### config.mk
export PLATFORM = sky130hd
export DESIGN_NAME = psk_demod
export DESIGN_NICKNAME = d
export VERILOG_FILES = /design/src/rtl/psk_demod.sv
export SDC_FILE = /design/constraint.sdc
export NUM_CORES = 1
export LEC_CHECK = 0
export BUFFER_PORTS_ARGS = -buffer_cell sky130_fd_sc_hd__buf_2
export CAP_MARGIN = 20
export CORE_MARGIN = 2
export CORE_UTILIZATION = 55
export DETAILED_ROUTE_END_ITERATION = 12
export GPL_TIMING_DRIVEN = 0
export PLACE_DENSITY = 0.74
export SLEW_MARGIN = 20
export SYNTH_ARGS = -nofsm -noshare
export SYNTH_HDL_FRONTEND = slang
export SYNTH_SLANG_ARGS = --single-unit
### constraint.sdc
create_clock -name clk -period 5.5 [get_ports clk]
set_input_delay 0.275 -clock clk [delete_from_list [all_inputs] [get_ports clk]]
set_output_delay 0.275 -clock clk [all_outputs]
set_load 0.02 [all_outputs]
### src/rtl/psk_demod.sv
// Coherent BPSK/QPSK demodulator: integrate-and-dump slicer, byte packer and AXI-Stream output FIFO.
// Optional build macro PSK_DEMOD_STATS_EN adds the lowconf_cnt low-confidence decision counter.
module psk_demod #(
  parameter int WIDTH  = 12,
  parameter int ACC_W  = 16,
  parameter int MARGIN = 64
) (
  input  logic                    clk,
  input  logic                    rst_n,
  input  logic                    clk_enable,
  input  logic signed [WIDTH-1:0] in_I,
  input  logic signed [WIDTH-1:0] in_Q,
  input  logic                    in_vld,
  input  logic                    in_last,
  input  logic                    in_is_bpsk,
  input  logic [3:0]              SAMPLE_CNT,
  output logic [7:0]              m_tdata,
  output logic                    m_tvalid,
  input  logic                    m_tready,
  output logic                    m_tlast,
  output logic                    m_tuser,
  output logic                    overflow,
  output logic [1:0]              sym_bits
`ifdef PSK_DEMOD_STATS_EN
  ,
  output logic [15:0]             lowconf_cnt
`endif
);

  if (ACC_W < WIDTH + 4 || MARGIN < 0) begin : g_param_check
    $error("psk_demod: ACC_W must be >= WIDTH+4 and MARGIN non-negative");
  end

  typedef enum logic [1:0] {IDLE, PACK, FLUSH} state_t;

  logic [3:0]              cnt;
  logic signed [ACC_W-1:0] acc_i, acc_q, ext_i, ext_q, sum_i, sum_q;
  logic                    vld_seen, last_seen, vld_now, last_now, dump, decide;
  logic signed [ACC_W:0]   wide_i, wide_q;
  logic [ACC_W:0]          abs_i, abs_q;
  logic [1:0]              slice;

  // The dump tick's own sample is folded in before slicing.
  always_comb begin
    ext_i    = {{(ACC_W-WIDTH){in_I[WIDTH-1]}}, in_I};
    ext_q    = {{(ACC_W-WIDTH){in_Q[WIDTH-1]}}, in_Q};
    sum_i    = acc_i + (in_vld ? ext_i : '0);
    sum_q    = acc_q + (in_vld ? ext_q : '0);
    vld_now  = vld_seen | in_vld;
    last_now = last_seen | (in_vld & in_last);
    dump     = clk_enable && (cnt == SAMPLE_CNT);
    decide   = dump && vld_now;
    wide_i   = {sum_i[ACC_W-1], sum_i};
    wide_q   = {sum_q[ACC_W-1], sum_q};
    abs_i    = wide_i[ACC_W] ? (~wide_i + 1'b1) : wide_i;
    abs_q    = wide_q[ACC_W] ? (~wide_q + 1'b1) : wide_q;
    if (in_is_bpsk)         slice = {2{sum_i[ACC_W-1]}};
    else if (abs_i >= abs_q) slice = sum_i[ACC_W-1] ? 2'b11 : 2'b00;
    else                     slice = sum_q[ACC_W-1] ? 2'b10 : 2'b01;
  end

  always_ff @(posedge clk) begin
    if (!rst_n) begin
      cnt       <= '0;
      acc_i     <= '0;
      acc_q     <= '0;
      vld_seen  <= 1'b0;
      last_seen <= 1'b0;
    end else if (clk_enable) begin
      cnt <= cnt + 4'd1;
      if (dump) begin
        acc_i     <= '0;
        acc_q     <= '0;
        vld_seen  <= 1'b0;
        last_seen <= 1'b0;
      end else begin
        acc_i     <= sum_i;
        acc_q     <= sum_q;
        vld_seen  <= vld_now;
        last_seen <= last_now;
      end
    end
  end

  logic       dec_vld, dec_bpsk, dec_last;
  logic [1:0] dec_bits;

  always_ff @(posedge clk) begin
    if (!rst_n) begin
      dec_vld  <= 1'b0;
      dec_bits <= '0;
      dec_bpsk <= 1'b0;
      dec_last <= 1'b0;
      sym_bits <= '0;
    end else begin
      dec_vld <= decide;
      if (decide) begin
        dec_bits <= slice;
        dec_bpsk <= in_is_bpsk;
        dec_last <= last_now;
        sym_bits <= slice;
      end
    end
  end

  state_t     state, state_n;
  logic [7:0] sr, sr_n, base_sr, placed;
  logic [3:0] nsym, nsym_n, base_n, new_n;
  logic       mode, mode_n, base_mode, full;
  logic [1:0] fl_bits, fl_bits_n, sym_b;
  logic       fl_bpsk, fl_bpsk_n, fl_last, fl_last_n, use_sym, sym_last;
  logic [2:0] qshift, bshift;
  logic       push;
  logic [9:0] push_word;

  // A mode change parks the new symbol in fl_* while the partial byte is emitted;
  // FLUSH then starts a fresh byte from it, so at most one push happens per cycle.
  always_comb begin
    state_n   = state;
    sr_n      = sr;
    nsym_n    = nsym;
    mode_n    = mode;
    fl_bits_n = fl_bits;
    fl_bpsk_n = fl_bpsk;
    fl_last_n = fl_last;
    push      = 1'b0;
    push_word = '0;
    use_sym   = 1'b0;
    sym_b     = dec_bits;
    sym_last  = dec_last;
    base_sr   = sr;
    base_n    = nsym;
    base_mode = mode;
    if (state == FLUSH) begin
      use_sym   = 1'b1;
      sym_b     = fl_bits;
      sym_last  = fl_last;
      base_sr   = '0;
      base_n    = '0;
      base_mode = fl_bpsk;
    end else if (dec_vld) begin
      if (nsym != 4'd0 && dec_bpsk != mode) begin
        push      = 1'b1;
        push_word = {sr, 1'b0, mode};
        sr_n      = '0;
        nsym_n    = '0;
        fl_bits_n = dec_bits;
        fl_bpsk_n = dec_bpsk;
        fl_last_n = dec_last;
        state_n   = FLUSH;
      end else begin
        use_sym = 1'b1;
        if (nsym == 4'd0) begin
          base_sr   = '0;
          base_mode = dec_bpsk;
        end
      end
    end
    qshift = 3'd6 - {base_n[1:0], 1'b0};
    bshift = 3'd7 - base_n[2:0];
    placed = base_mode ? (base_sr | ({7'b0, sym_b[0]} << bshift))
                       : (base_sr | ({6'b0, sym_b} << qshift));
    new_n  = base_n + 4'd1;
    full   = base_mode ? (new_n == 4'd8) : (new_n == 4'd4);
    if (use_sym) begin
      mode_n = base_mode;
      if (full || sym_last) begin
        push      = 1'b1;
        push_word = {placed, sym_last, base_mode};
        sr_n      = '0;
        nsym_n    = '0;
        state_n   = sym_last ? IDLE : PACK;
      end else begin
        sr_n    = placed;
        nsym_n  = new_n;
        state_n = PACK;
      end
    end
  end

  always_ff @(posedge clk) begin
    if (!rst_n) begin
      state   <= IDLE;
      sr      <= '0;
      nsym    <= '0;
      mode    <= 1'b0;
      fl_bits <= '0;
      fl_bpsk <= 1'b0;
      fl_last <= 1'b0;
    end else begin
      state   <= state_n;
      sr      <= sr_n;
      nsym    <= nsym_n;
      mode    <= mode_n;
      fl_bits <= fl_bits_n;
      fl_bpsk <= fl_bpsk_n;
      fl_last <= fl_last_n;
    end
  end

  logic [1:0][9:0] fifo_mem;
  logic            wr_ptr, rd_ptr, pop, accept;
  logic [1:0]      count;

  always_comb begin
    m_tvalid                    = (count != 2'd0);
    {m_tdata, m_tlast, m_tuser} = fifo_mem[rd_ptr];
    pop                         = m_tvalid && m_tready;
    accept                      = push && ((count != 2'd2) || pop);
  end

  always_ff @(posedge clk) begin
    if (!rst_n) begin
      fifo_mem <= '0;
      wr_ptr   <= 1'b0;
      rd_ptr   <= 1'b0;
      count    <= '0;
      overflow <= 1'b0;
    end else begin
      if (accept) begin
        fifo_mem[wr_ptr] <= push_word;
        wr_ptr           <= ~wr_ptr;
      end
      if (pop) rd_ptr <= ~rd_ptr;
      case ({accept, pop})
        2'b10:   count <= count + 2'd1;
        2'b01:   count <= count - 2'd1;
        default: count <= count;
      endcase
      if (push && !accept) overflow <= 1'b1;
    end
  end

`ifdef PSK_DEMOD_STATS_EN
  logic [ACC_W:0] abs_diff;
  logic           lowconf;

  always_comb begin
    abs_diff = (abs_i >= abs_q) ? (abs_i - abs_q) : (abs_q - abs_i);
    lowconf  = in_is_bpsk ? (abs_i < (ACC_W+1)'(MARGIN)) : (abs_diff < (ACC_W+1)'(MARGIN));
  end

  always_ff @(posedge clk) begin
    if (!rst_n) lowconf_cnt <= '0;
    else if (decide && lowconf && lowconf_cnt != '1) lowconf_cnt <= lowconf_cnt + 16'd1;
  end
`endif

endmodule

==> results of run 1 <==
-- state kept, by name (all words and copies together) (netlist names), 2 cells and up --
| signal | flops |
|---|---|
| nsym | 4 |
| count | 2 |
| state | 2 |
| dec_bits | 2 |
| fifo_mem | 20 |
| acc_q | 16 |
| fl_bits | 2 |
| sr | 8 |
| acc_i | 16 |
| cnt | 4 |
-- cell families (layout without fill, tap and decap cells) --
| logic type | after synthesis | count (layout) | synth area share |
|---|---|---|---|
| and+or+nand+nor | 296 | 296 | 0.243 |
| AOI/OAI and AO/OA | 246 | 246 | 0.239 |
| DFF | 87 | 87 | 0.261 |
| buffers and inverters | 69 | 133 | 0.0405 |
| xor gates and xnor gates | 57 | 57 | 0.0748 |
| adders and majority gates | 54 | 54 | 0.103 |
| muxes | 23 | 23 | 0.0367 |
| other | 2 | 2 | 0.00112 |
-- worst max path at each step --
stage,from,end,depth (start not counted)
after global routing,in_vld,dec_bits[1],22
final,in_vld,dec_bits[1],21
after detailed placement,in_vld,dec_bits[1],22
after global placement,in_vld,dec_bits[1],22
after CTS,in_vld,dec_bits[1],22
after floorplan,in_vld,dec_bits[1],21
-- synthesized netlist by cell type, drive strengths merged (7+ instances only) --
cell / number
a21o: 13
a22oi: 7
a31oi: 9
a21oi: 66
o31ai: 8
nand3: 29
and2: 45
nand2: 51
nand4: 8
mux2: 12
xor2: 16
buf: 8
clkbuf: 31
nor3: 14
xnor2: 41
ha: 52
dfxtp: 87
o22ai: 7
o211a: 8
nor2b: 61
o21ai: 63
nor2: 41
a211oi: 10
nand2b: 11
or3: 10
mux2i: 11
a21boi: 11
inv: 30
nor4: 7
a32oi: 9
-- power by group --
part | leakage [nW] | internal, mW | total, mW | switching, mW
Sequential | 0.705 | 0.651 | 0.664 | 0.0134
Combinational | 2.24 | 0.232 | 0.537 | 0.305
Clock | 0.150 | 0.325 | 0.634 | 0.309
Total | 3.10 | 1.21 | 1.83 | 0.628
-- critical path, stage by stage --
cell,delay [ns]
clkbuf_2,0.23
clkbuf_2,0.23
and2_1,0.17
ha_1,0.24
fa_1,0.44
a211oi_1,0.33
o21ai_0,0.22
a41oi_2,0.23
xnor2_1,0.17
or3_1,0.43
or3_1,0.40
o31ai_1,0.30
xnor2_1,0.18
ha_1,0.26
nand3_1,0.08
nor2_1,0.08
a2111oi_4,0.39
and3_1,0.22
a21oi_1,0.11
o32a_1,0.30
o21ai_0,0.07
-- through the flow --
step                setup WS, ns  TNS (ns)  utilization  hold slack (ns)
global route              0.0397         0        0.625            0.231
floorplan                  0.547         0            -            0.400
finish                     0.419         0        0.625            0.202
detailed placement        -0.509    -0.980        0.596            0.458
global placement          -0.505    -0.980        0.596            0.452
CTS                       0.0813         0        0.622            0.199
-- cell type report --
type                            instances  share of cell area
Tap cell                              147              0.0247
Clock buffer                            9              0.0303
Timing Repair Buffer                   48              0.0326
Multi-Input combinational cell        678               0.631
Clock inverter                          7              0.0109
Sequential cell                        87               0.234
Inverter                               30              0.0151
Buffer                                 39              0.0217
-- what timing repair did --
action                     in CTS  in global routing
buffers inserted                0                  1
setup endpoints to repair       2                  2
pin swaps                       0                  1
hold buffers                    0                  0
gates resized for setup         2                  7
-- per-layer routing --
metal  up-vias  global-route usage
met4         0              0.0878
met1      2899               0.333
li1       3131                   -
met5         -                   0
met3        36              0.0439
met2       152               0.460
==> impl_metrics.toml, run 1 <==
[detailed_routing]
drt_iter0_drc = 393
dr_wl_met3_um = 712
drc = 0
ant_nets = 0
vias = 6218
firstDrtPassIters = 5
wl_met2_mm = 8.29
met1Wirelength_mm = 7.65
top_layer_used = "met4"
wl_mm = 17.1
routedWlPerCell_um = 16.3
viasPerCell = 5.95

[floorplanning]
initial_core_util = 0.561
ios = 49
rows = 40
dieWidth_um = 114
die_y_um = 114
die-area_um2 = 13000
core_region_area_um2 = 11900

[sta]
final-setup-viol-count = 0
relSlewSlack = 0.390
hold_violations = 0
period_minus_slack_ns = 5.08
min_period_over_period = 0.924
clock.fmax_mhz = 197
drv_slew = 0
worstMarginPinSlew_ns = 0.906
fin_skew_ns = 0.0128
rsz0062_at_grt = "false"

[yosys]
synth_top_cell_area_share = 0.261
syn-num-nets = 923
yosysWarnings = 0
synthCells = 834
synth-seq-cells = 87
synth.avg_cell_area_um2 = 8.01
synth_flop_cell = "dfxtp_1"
seq_area_frac_synth = 0.261
yosysUniqueCellTypes = 72
yosys-top-cells-area = "dfxtp_1 26%, ha_1 9.7%, nor2b_1 5.7%"
yosysTopAreaCell = "dfxtp_1"
synthArstFlopShare = 0
synth_area_um2 = 6680
synth-edff-count = 0

[clock_tree]
cts_sinks = 87
cts_buffers = 9
clockBufferDepth = 2
ctsHtreeMaxLevel = 3
path_clk_slew_ns = 0.08
insertion_delay_ns = 0.36
cts_tree = "built"
cts-root-buf = "clkbuf_16"

[power_and_ir_drop]
ir_drop_v = 0.000180
p_per_area_nw_per_um2 = 247
p_leak_nw = 3.10
power.total_mw = 1.83

[global_routing]
grt_max_degree = 20
grt_overflow = 0
antenna_found_initial = 0
gr-usage-all-layers = 0.265
grt_pass1_vias = 5659
grt_pass1_wl_mm = 27.6

[setup_path]
criticalPathCategory = "primary input to flip-flop"
crit-reg2reg-launch = "acc_i[0]"
r2r_end = "dec_bits[1]"
r2r_setup_slack_ns = 0.64
crit_path_end_kind = "flip-flop"
crit_path_start_kind = "primary input"
crit_required_ns = 5.78
worst-endpoint-arrival_ns = 5.36
crit_fanout = 10
rr_worst_depth = 18

[outcome]
status = "completed"

[layout]
antenna_cells = 0
regArea_um2 = 1740
final_cells = 1045
final_common_cell = "dfxtp_1"
fill_cells = 1130
final_cell_mix = "87 x dfxtp_1, 66 x a21oi_1, 62 x o21ai_0"
drive_gt1_frac = 0.111
multi_input_area_um2 = 4690
fin_area_um2 = 7440
syn_to_final_growth_pct = 11.4
nets = 982

[placement]
numPlacedInstances = 1028
port_buffers = 47
globalplace.congestion = 0.982
place_area_um2 = 7100
place_hpwl_mm = 12.5

[hold_path]
hold_path_class = "primary input to flip-flop"
hold_path_depth = 3
hold_start = "in_last"
hold-path-endpoint = "last_seen"

[flow_run]
maxCapViolations = 0
Power figures use the tool's default switching activity.
==> run 2: changes to the inputs <==
- BUFFER_PORTS_ARGS: -buffer_cell sky130_fd_sc_hd__buf_2 -> -buffer_cell sky130_fd_sc_hd__buf_4
- CORE_UTILIZATION: 55 -> 40
- PLACE_DENSITY: 0.74 -> unset
==> run 2 against run 1 <==
- count of clock-buffer cells in the layout rose by 1
- wire length increased by 4.6%
- sequential power about the same
- setup slack lost 0.044 ns
- first-iteration DRC count shrank 13%
- total power fell by 2.0%
- highest routed layer unchanged
==> impl_metrics.toml, run 2 (synthesis results as in run 1) <==
[sta]
relSlewSlack = 0.360
hold_slack_ns = 0.185
rsz0062_at_grt = "false"
drv_slew = 0
final-setup-viol-count = 0
period_minus_slack_ns = 5.12
worstMarginPinSlew_ns = 0.952
fin_skew_ns = 0.00600
hold_violations = 0
min_period_over_period = 0.932
clock.fmax_mhz = 195

[layout]
final_common_cell = "dfxtp_1"
antenna_cells = 0
fill_cells = 1661
regArea_um2 = 1740
drive_gt1_frac = 0.109
largest_reg_flops = 20
final_cell_mix = "87 x dfxtp_1, 66 x a21oi_1, 62 x o21ai_0"
nets = 982
syn_to_final_growth_pct = 14.0
reg.largest.list = "fifo_mem (20), acc_i (16), acc_q (16)"
top_register = "fifo_mem"
multi_input_area_um2 = 4690
fin_area_um2 = 7610

[setup_path]
criticalPathCategory = "primary input to flip-flop"
rr_worst_depth = 18
crit_path_start_kind = "primary input"
worst-endpoint-arrival_ns = 5.40
crit_required_ns = 5.77
crit_path_end_kind = "flip-flop"
r2r_setup_slack_ns = 0.58
crit_fanout = 10

[detailed_routing]
vias = 6156
drc = 0
firstDrtPassIters = 5
routedWlPerCell_um = 16.0
ant_nets = 0
wl_mm = 17.9
drt_iter0_drc = 342
viasPerCell = 5.52

[clock_tree]
clockBufferDepth = 2
cts-root-buf = "clkbuf_16"
ctsHtreeMaxLevel = 3
ctsHoldBuffers = 0
cts_buffers = 9
cts_sinks = 87
cts_tree = "built"
insertion_delay_ns = 0.35
path_clk_slew_ns = 0.06

[floorplanning]
core_region_area_um2 = 16500
die_y_um = 133
rows = 47
dieWidth_um = 133
die-area_um2 = 17700
initial_core_util = 0.405
ios = 49

[hold_path]
hold_path_class = "primary input to flip-flop"
hold_path_depth = 3

[flow_run]
maxCapViolations = 0

[placement]
port_buffers = 47
globalplace.congestion = 0.933
place_area_um2 = 7300
place_hpwl_mm = 13.5

[power_and_ir_drop]
p_per_area_nw_per_um2 = 236
p_leak_nw = 3.10
ir_drop_v = 0.000167

[global_routing]
antenna_found_initial = 0
grt_pass1_vias = 5661
grt_max_degree = 15
gr-usage-all-layers = 0.205
grt_overflow = 0
grt_pass1_wl_mm = 29.1

[outcome]
status = "completed"
[run 2: power breakdown]
part	leakage [nW]	internal [mW]	switching, mW
clock	0.127	0.316	0.273
combinational	2.27	0.237	0.307
sequential	0.705	0.651	0.0137
total	3.10	1.20	0.594
[run 2: final timing paths]
check,start,endpoint
max,in_vld,dec_bits[1]
min,rst_n,dec_vld
max reg2reg,acc_i[0],dec_bits[1]
min reg2reg,vld_seen,vld_seen
[run 2: repair_timing]
action                     in CTS  in global routing
hold endpoints to repair        0                  0
pin swaps                       0                  1
gates resized for setup         2                  7
setup buffers                   0                  1
setup endpoints to repair       2                  2
[run 2: final cells by class]
class	instances	share of cell area
multi-input cells	678	0.616
flip-flops and latches	87	0.229
repair buffers	48	0.0473
well taps	220	0.0362
clock buffers	10	0.0314
plain buffers	39	0.0212
inverters	30	0.0148
clock inverters	4	0.00427
[run 2: worst max-delay path, cell delays in order]
cell,delay (ns)
clkbuf_2,0.21
clkbuf_2,0.22
and2_1,0.18
ha_1,0.24
fa_1,0.44
a211oi_1,0.31
o21ai_0,0.23
a41oi_2,0.29
xnor2_1,0.17
or3_1,0.44
or3_1,0.40
o31ai_1,0.31
xnor2_1,0.17
ha_1,0.25
nand3_1,0.08
nor2_1,0.07
a2111oi_4,0.38
and3_1,0.22
a21oi_1,0.14
o32a_1,0.31
o21ai_0,0.07
[run 2: layer usage]
metal  global-route usage  wire length [um]  vias up
met5                    0                 0        -
met4               0.0491               273        0
met3               0.0377               706       20
met2                0.355              8660      136
met1                0.264              8230     2870
li1                     -                 -     3130
[run 2: stage by stage]
| stage | util | TNS, ns | total power, mW | cells | worst slack [ns] |
|---|---|---|---|---|---|
| 2_1_floorplan | - | 0 | 1.08 | 834 | 0.547 |
| 3_3_place_gp | 0.444 | -1.14 | 1.21 | 1101 | -0.600 |
| 3_5_place_dp | 0.444 | -1.12 | 1.21 | 1101 | -0.590 |
| 4_1_cts | 0.460 | 0 | 1.81 | 1115 | 0.0565 |
| 5_1_grt | 0.462 | 0 | 1.91 | 1116 | 0.00193 |
| 6_report | 0.462 | 0 | 1.80 | 1116 | 0.375 |
